File: config.mk
export PLATFORM = sky130hd
export DESIGN_NAME = pc_seq
export DESIGN_NICKNAME = d
export VERILOG_FILES = /design/src/rtl/pc_pkg.sv /design/src/rtl/pc_ret_stack.sv /design/src/rtl/pc_seq.sv
export SDC_FILE = /design/constraint.sdc
export NUM_CORES = 1
export LEC_CHECK = 0
export ABC_AREA = 1
export BUFFER_PORTS_ARGS = -buffer_cell sky130_fd_sc_hd__buf_4
export CAP_MARGIN = 30
export CORE_MARGIN = 3
export CORE_UTILIZATION = 40
export DETAILED_ROUTE_END_ITERATION = 7
export PLACE_DENSITY = 0.63
export SKIP_LAST_GASP = 1
export SYNTH_ARGS = -nofsm -noshare
export SYNTH_HDL_FRONTEND = slang
export SYNTH_SLANG_ARGS = --single-unit
File: constraint.sdc
create_clock -name clk -period 2.41 [get_ports clk]
set_input_delay 0.241 -clock clk [delete_from_list [all_inputs] [get_ports clk]]
set_output_delay 0.241 -clock clk [all_outputs]
set_load 0.1 [all_outputs]
File: src/rtl/pc_pkg.sv
// pc_pkg: shared types and constants for the pc_seq program-counter sequencer.
package pc_pkg;
    typedef enum logic [1:0] {VEC_LO, VEC_HI, RUN} state_t;
    localparam logic [2:0] ACT_RET  = 3'd0;
    localparam logic [2:0] ACT_CALL = 3'd1;
    localparam logic [2:0] ACT_BRA  = 3'd2;
    localparam logic [2:0] ACT_REL  = 3'd3;
    localparam logic [2:0] ACT_INC  = 3'd4;
    localparam logic [2:0] ACT_HOLD = 3'd5;
    localparam logic [31:0] DEF_VEC_ADDR = 32'h0000_FFFC;
endpackage

File: src/rtl/pc_ret_stack.sv
// pc_ret_stack: LIFO of return addresses; push when full and pop when empty are ignored.
module pc_ret_stack #(
    parameter int AW = 16,
    parameter int STACK_DEPTH = 4
) (
    input  logic          clk,
    input  logic          rst,
    input  logic          push,
    input  logic          pop,
    input  logic [AW-1:0] din,
    output logic [AW-1:0] dout,
    output logic          full,
    output logic          empty
);
    localparam int PW = $clog2(STACK_DEPTH);
    localparam logic [PW:0] FULL_CNT = STACK_DEPTH[PW:0];
    logic [AW-1:0] mem [STACK_DEPTH];
    logic [PW:0] cnt;
    logic [PW-1:0] ptr;
    assign ptr   = cnt[PW-1:0];
    assign full  = cnt == FULL_CNT;
    assign empty = cnt == '0;
    // when full, ptr wraps to 0 so ptr-1 still addresses the last entry
    assign dout  = mem[ptr - 1'b1];
    always_ff @(posedge clk) begin
        if (push && !full) mem[ptr] <= din;
    end
    always_ff @(posedge clk or negedge rst) begin
        if (!rst) cnt <= '0;
        else if (push && !full) cnt <= cnt + 1'b1;
        else if (pop && !empty) cnt <= cnt - 1'b1;
    end
endmodule

File: src/rtl/pc_seq.sv
// pc_seq: fetches the start address from a reset vector, then sequences the PC
// by return, call, branch, relative branch or increment, one action per cycle.
module pc_seq
    import pc_pkg::*;
#(
    parameter int AW = 16,
    parameter logic [AW-1:0] VEC_ADDR = AW'(DEF_VEC_ADDR),
    parameter int STACK_DEPTH = 4,
    parameter int OFFW = 8
) (
    input  logic            clk,
    input  logic            rst,
    input  logic            branch,
    input  logic [AW-1:0]   bra_add,
    input  logic            rel_branch,
    input  logic [OFFW-1:0] rel_off,
    input  logic            increment,
    input  logic [1:0]      inc_amt,
    input  logic            call,
    input  logic            ret,
    output logic            vec_req,
    output logic [AW-1:0]   vec_addr,
    input  logic [7:0]      vec_data,
    input  logic            vec_ack,
    output logic [AW-1:0]   address,
    output logic            ready,
    output logic            stk_overflow,
    output logic            stk_underflow
);
    state_t state, state_nx;
    logic [AW-1:0] addr_nx, ret_addr, top;
    logic [7:0] lo, lo_nx;
    logic ovf_nx, unf_nx, full, empty;
    logic [2:0] act;

    assign act = state != RUN ? ACT_HOLD :
                 ret          ? ACT_RET  :
                 call         ? ACT_CALL :
                 branch       ? ACT_BRA  :
                 rel_branch   ? ACT_REL  :
                 increment    ? ACT_INC  : ACT_HOLD;
    assign ret_addr = address + AW'(inc_amt);
    assign vec_req  = state != RUN;
    assign ready    = state == RUN;
    assign vec_addr = state == VEC_LO ? VEC_ADDR : VEC_ADDR + 1'b1;

    pc_ret_stack #(.AW(AW), .STACK_DEPTH(STACK_DEPTH)) u_stack (
        .clk   (clk),
        .rst   (rst),
        .push  (act == ACT_CALL),
        .pop   (act == ACT_RET),
        .din   (ret_addr),
        .dout  (top),
        .full  (full),
        .empty (empty)
    );

    always_comb begin
        state_nx = state;
        addr_nx  = address;
        lo_nx    = lo;
        ovf_nx   = stk_overflow;
        unf_nx   = stk_underflow;
        if (state == VEC_LO && vec_ack) begin
            lo_nx    = vec_data;
            state_nx = VEC_HI;
        end
        if (state == VEC_HI && vec_ack) begin
            addr_nx  = AW'({vec_data, lo});
            state_nx = RUN;
        end
        case (act)
            ACT_RET: begin
                addr_nx = empty ? address : top;
                unf_nx  = stk_underflow | empty;
            end
            ACT_CALL: begin
                addr_nx = bra_add;
                ovf_nx  = stk_overflow | full;
            end
            ACT_BRA: addr_nx = bra_add;
            ACT_REL: addr_nx = address + AW'($signed(rel_off));
            ACT_INC: addr_nx = ret_addr;
            default: ;
        endcase
    end

    always_ff @(posedge clk or negedge rst) begin
        if (!rst) begin
            state         <= VEC_LO;
            address       <= VEC_ADDR;
            lo            <= '0;
            stk_overflow  <= 1'b0;
            stk_underflow <= 1'b0;
        end else begin
            state         <= state_nx;
            address       <= addr_nx;
            lo            <= lo_nx;
            stk_overflow  <= ovf_nx;
            stk_underflow <= unf_nx;
        end
    end
endmodule

==> results.toml <==
[timing]
rsz0062_at_grt = "false"
fin_ws_ns = 0.252
finalHoldViolations = 0
setup_viol = 0
max_freq_mhz = 463
period_share = 0.895
period_needed_ns = 2.16
clock_skew_ns = 0.00342
finalMaxSlewViolations = 0

[routing]
post_drt_via_cell_ratio = 4.96
dr.pass1.iters = 5
wirelength_um = 15200
via_count = 4955
ant_nets = 0
wl_per_cell_um = 15.2
drc = 0
dr.first_iter.drc_count = 314

[power]
pwr-share-clk = 0.387
power.density_nw_per_um2 = 483
power_mw = 3.33
peakVddDrop_uv = 308
p_leak_nw = 3.07
seqPwrFrac = 0.524
swShare = 0.244
internal-power_mw = 2.51
p_sw_mw = 0.811
pwr-share-comb = 0.089

[min_path]
hp-class = "input port to flop"

[clock_tree]
clk_pin_slew_ns = 0.06
numCtsBuffers = 9
clockRootBuffer = "clkbuf_16"
cts_sinks = 95
htree_levels = 3
cts_tree = "done"
cts_buffer_depth = 2
worst_skew_pair.late_latency_ns = 0.34
post_cts_buffers = 0

[global_route]
grt_first_pass_wirelength_um = 24300
antenna_found_initial = 0
grt_max_degree = 37
overflow = 0
grtUsageTotal = 0.190
first_global_vias = 4716

[worst_setup_path]
critPathLaunchType = "flop"
path_class = "flop to flop"
end_kind = "flop"
arrival_ns = 2.43
slowest_stage = "dfrtp_4"
crit_required_ns = 2.69
critical_path.cell_chain = "ha_1 -> inv_1 -> fa_1 -> inv_1 -> nand3_2 -> nor2_4 -> nand2_1 -> nor2_1 -> nand2_1 -> nand2_1 -> nor2_1 -> nor2_1 -> nand2_1 -> nand2_1 -> nand2_1"
cp_max_fo = 4
cpMostUsedCell = "nand2_1"
critPathMaxStageDelay_ns = 0.43

[floorplan]
io_pins = 78
die_h_um = 128
start_util = 0.419
coreArea_um2 = 14200
dieArea_um2 = 16400
die_w_um = 128
row_count = 43

[job]
max_cap_viol_count = 0

[cells_and_area]
post-route-util = 0.485
nets = 879
syn2layout_area_growth_pct = 15.9
final_common_cell = "nand2_1"
antenna_cells = 0
layout-drive-gt1-share = 0.178
finalNonFillerCells = 998
mostFrequentLayoutCells = "nand2_1, nor2_1, inv_1, nand3_1, buf_4"

[logic_synthesis]
ys.flop_type = "edfxtp_1"
syn_area_um2 = 5950
ys_types = 42
ys_seq_area_frac = 0.456
synth-edff-count = 64
synth_cells = 748
synth-seq-cells = 95
synth.avg_cell_area_um2 = 7.95
yosysWarningCount = 0
async_flop_share = 0.326

[run_status]
outcome = "finished clean"

[place]
hpwl_um = 11300
finalWeightedCongestion = 0.867
port_buffers = 62
dp.cells = 981
dp_slack_ns = 0.215
state kept, by name, summed over array words and instances (netlist names):
| register | flops |
|---|---|
| u_stack.mem | 64 |
| stk_overflow | 1 |
| u_stack.cnt | 3 |
| lo | 8 |
| stk_underflow | 1 |
| address | 16 |
| state | 2 |
area by class of cell:
| type | instances | area [µm²] |
|---|---|---|
| well taps | 180 | 225 |
| fillers | 1410 | 7310 |
| repair buffers | 74 | 596 |
| flip-flops and latches | 95 | 2720 |
| clock buffers | 11 | 233 |
| clock inverters | 5 | 35.0 |
| inverters | 84 | 323 |
| multi-input cells | 549 | 2760 |
synth_stat cells (3+ instances only):
| cell | instances | area share |
|---|---|---|
| dfstp_2 | 14 | 0.062 |
| nand4_1 | 6 | 0.0063 |
| xor2_1 | 5 | 0.0074 |
| nand2_1 | 242 | 0.15 |
| nor2_2 | 6 | 0.0063 |
| mux2_2 | 8 | 0.015 |
| dfrtp_1 | 17 | 0.072 |
| a21oi_1 | 19 | 0.016 |
| nor2_1 | 83 | 0.052 |
| o21ai_0 | 20 | 0.017 |
| nand2_2 | 3 | 0.0032 |
| nor3_1 | 8 | 0.0067 |
| edfxtp_1 | 64 | 0.32 |
| inv_2 | 5 | 0.0032 |
| ha_1 | 21 | 0.044 |
| nand3b_1 | 4 | 0.0050 |
| inv_1 | 77 | 0.049 |
| clkbuf_1 | 3 | 0.0019 |
| fa_1 | 3 | 0.010 |
| nand3_1 | 77 | 0.065 |
| buf_2 | 9 | 0.0076 |
| and2_1 | 3 | 0.0032 |
| o21ai_1 | 5 | 0.0042 |
| buf_4 | 19 | 0.024 |
| o21bai_1 | 3 | 0.0038 |
power groups by stage:
stage	registers, mW	clock network (mW)	logic (mW)
4_1_cts	1.74	1.32	0.298
6_report	1.74	1.29	0.297
3_3_place_gp	1.78	0	0.295
5_1_grt	1.74	1.37	0.321
3_5_place_dp	1.78	0	0.295
2_1_floorplan	1.79	0	0.198
layer usage:
layer	vias to the layer above	GRT usage	share of wire
met3	20	0.0188	0.044
met1	2285	0.260	0.46
met5	-	0	0
li1	2521	-	-
met4	0	0.0612	0.019
met2	129	0.319	0.47
worst max-delay path, delay by kind of cell (launching register included):
family	cells	cell delay (ns)
flops	1	0.43
simple gates	11	0.92
buf+inv	2	0.18
fa+ha+maj	2	0.58
per-stage QoR:
step / hold slack, ns / TNS, ns / area, µm²
finish: 0.150 / 0 / 6890
floorplan: -0.0546 / -1.26 / 6020
detailed placement: 0.204 / 0 / 6610
global placement: 0.211 / 0 / 6610
global route: 0.148 / 0 / 6890
CTS: 0.140 / 0 / 6880
kinds of logic (layout without fill, tap and decap cells):
family,count (synthesis),count (layout),synth area share
buffers and inverters,117,174,0.0911
flip-flops,95,95,0.456
other,2,15,0.00126
multiplexers,8,8,0.0151
adder cells (fa/ha/maj),24,24,0.0543
XOR/XNOR,6,6,0.00883
AND/OR/NAND/NOR,443,443,0.322
AO/OA/AOI/OAI,53,53,0.0511
final timing paths:
kind | slack (ns) | from | to | depth (start not counted)
max | 0.25 | address[0]$_DFFE_PN0P_ | address[14]$_DFFE_PN1P_ | 15
min | 0.15 | vec_data[1] | lo[1]$_DFFE_PN0P_ | 2
max reg2reg | 0.25 | address[0]$_DFFE_PN0P_ | address[14]$_DFFE_PN1P_ | 15
min reg2reg | 0.46 | stk_underflow$_DFFE_PN0P_ | stk_underflow$_DFFE_PN0P_ | 2
max in group asynchronous | 1.69 | rst | address[9]$_DFFE_PN1P_ | 2
min in group asynchronous | 0.39 | rst | stk_overflow$_DFFE_PN0P_ | 2
what timing repair did:
item | 4_1_cts | 5_1_grt
setup endpoints to repair | 0 | 5
gates resized for setup | 0 | 4
hold buffers | 1 | 0
hold endpoints to repair | 17 | 0
(Power assumes the default switching activity.)
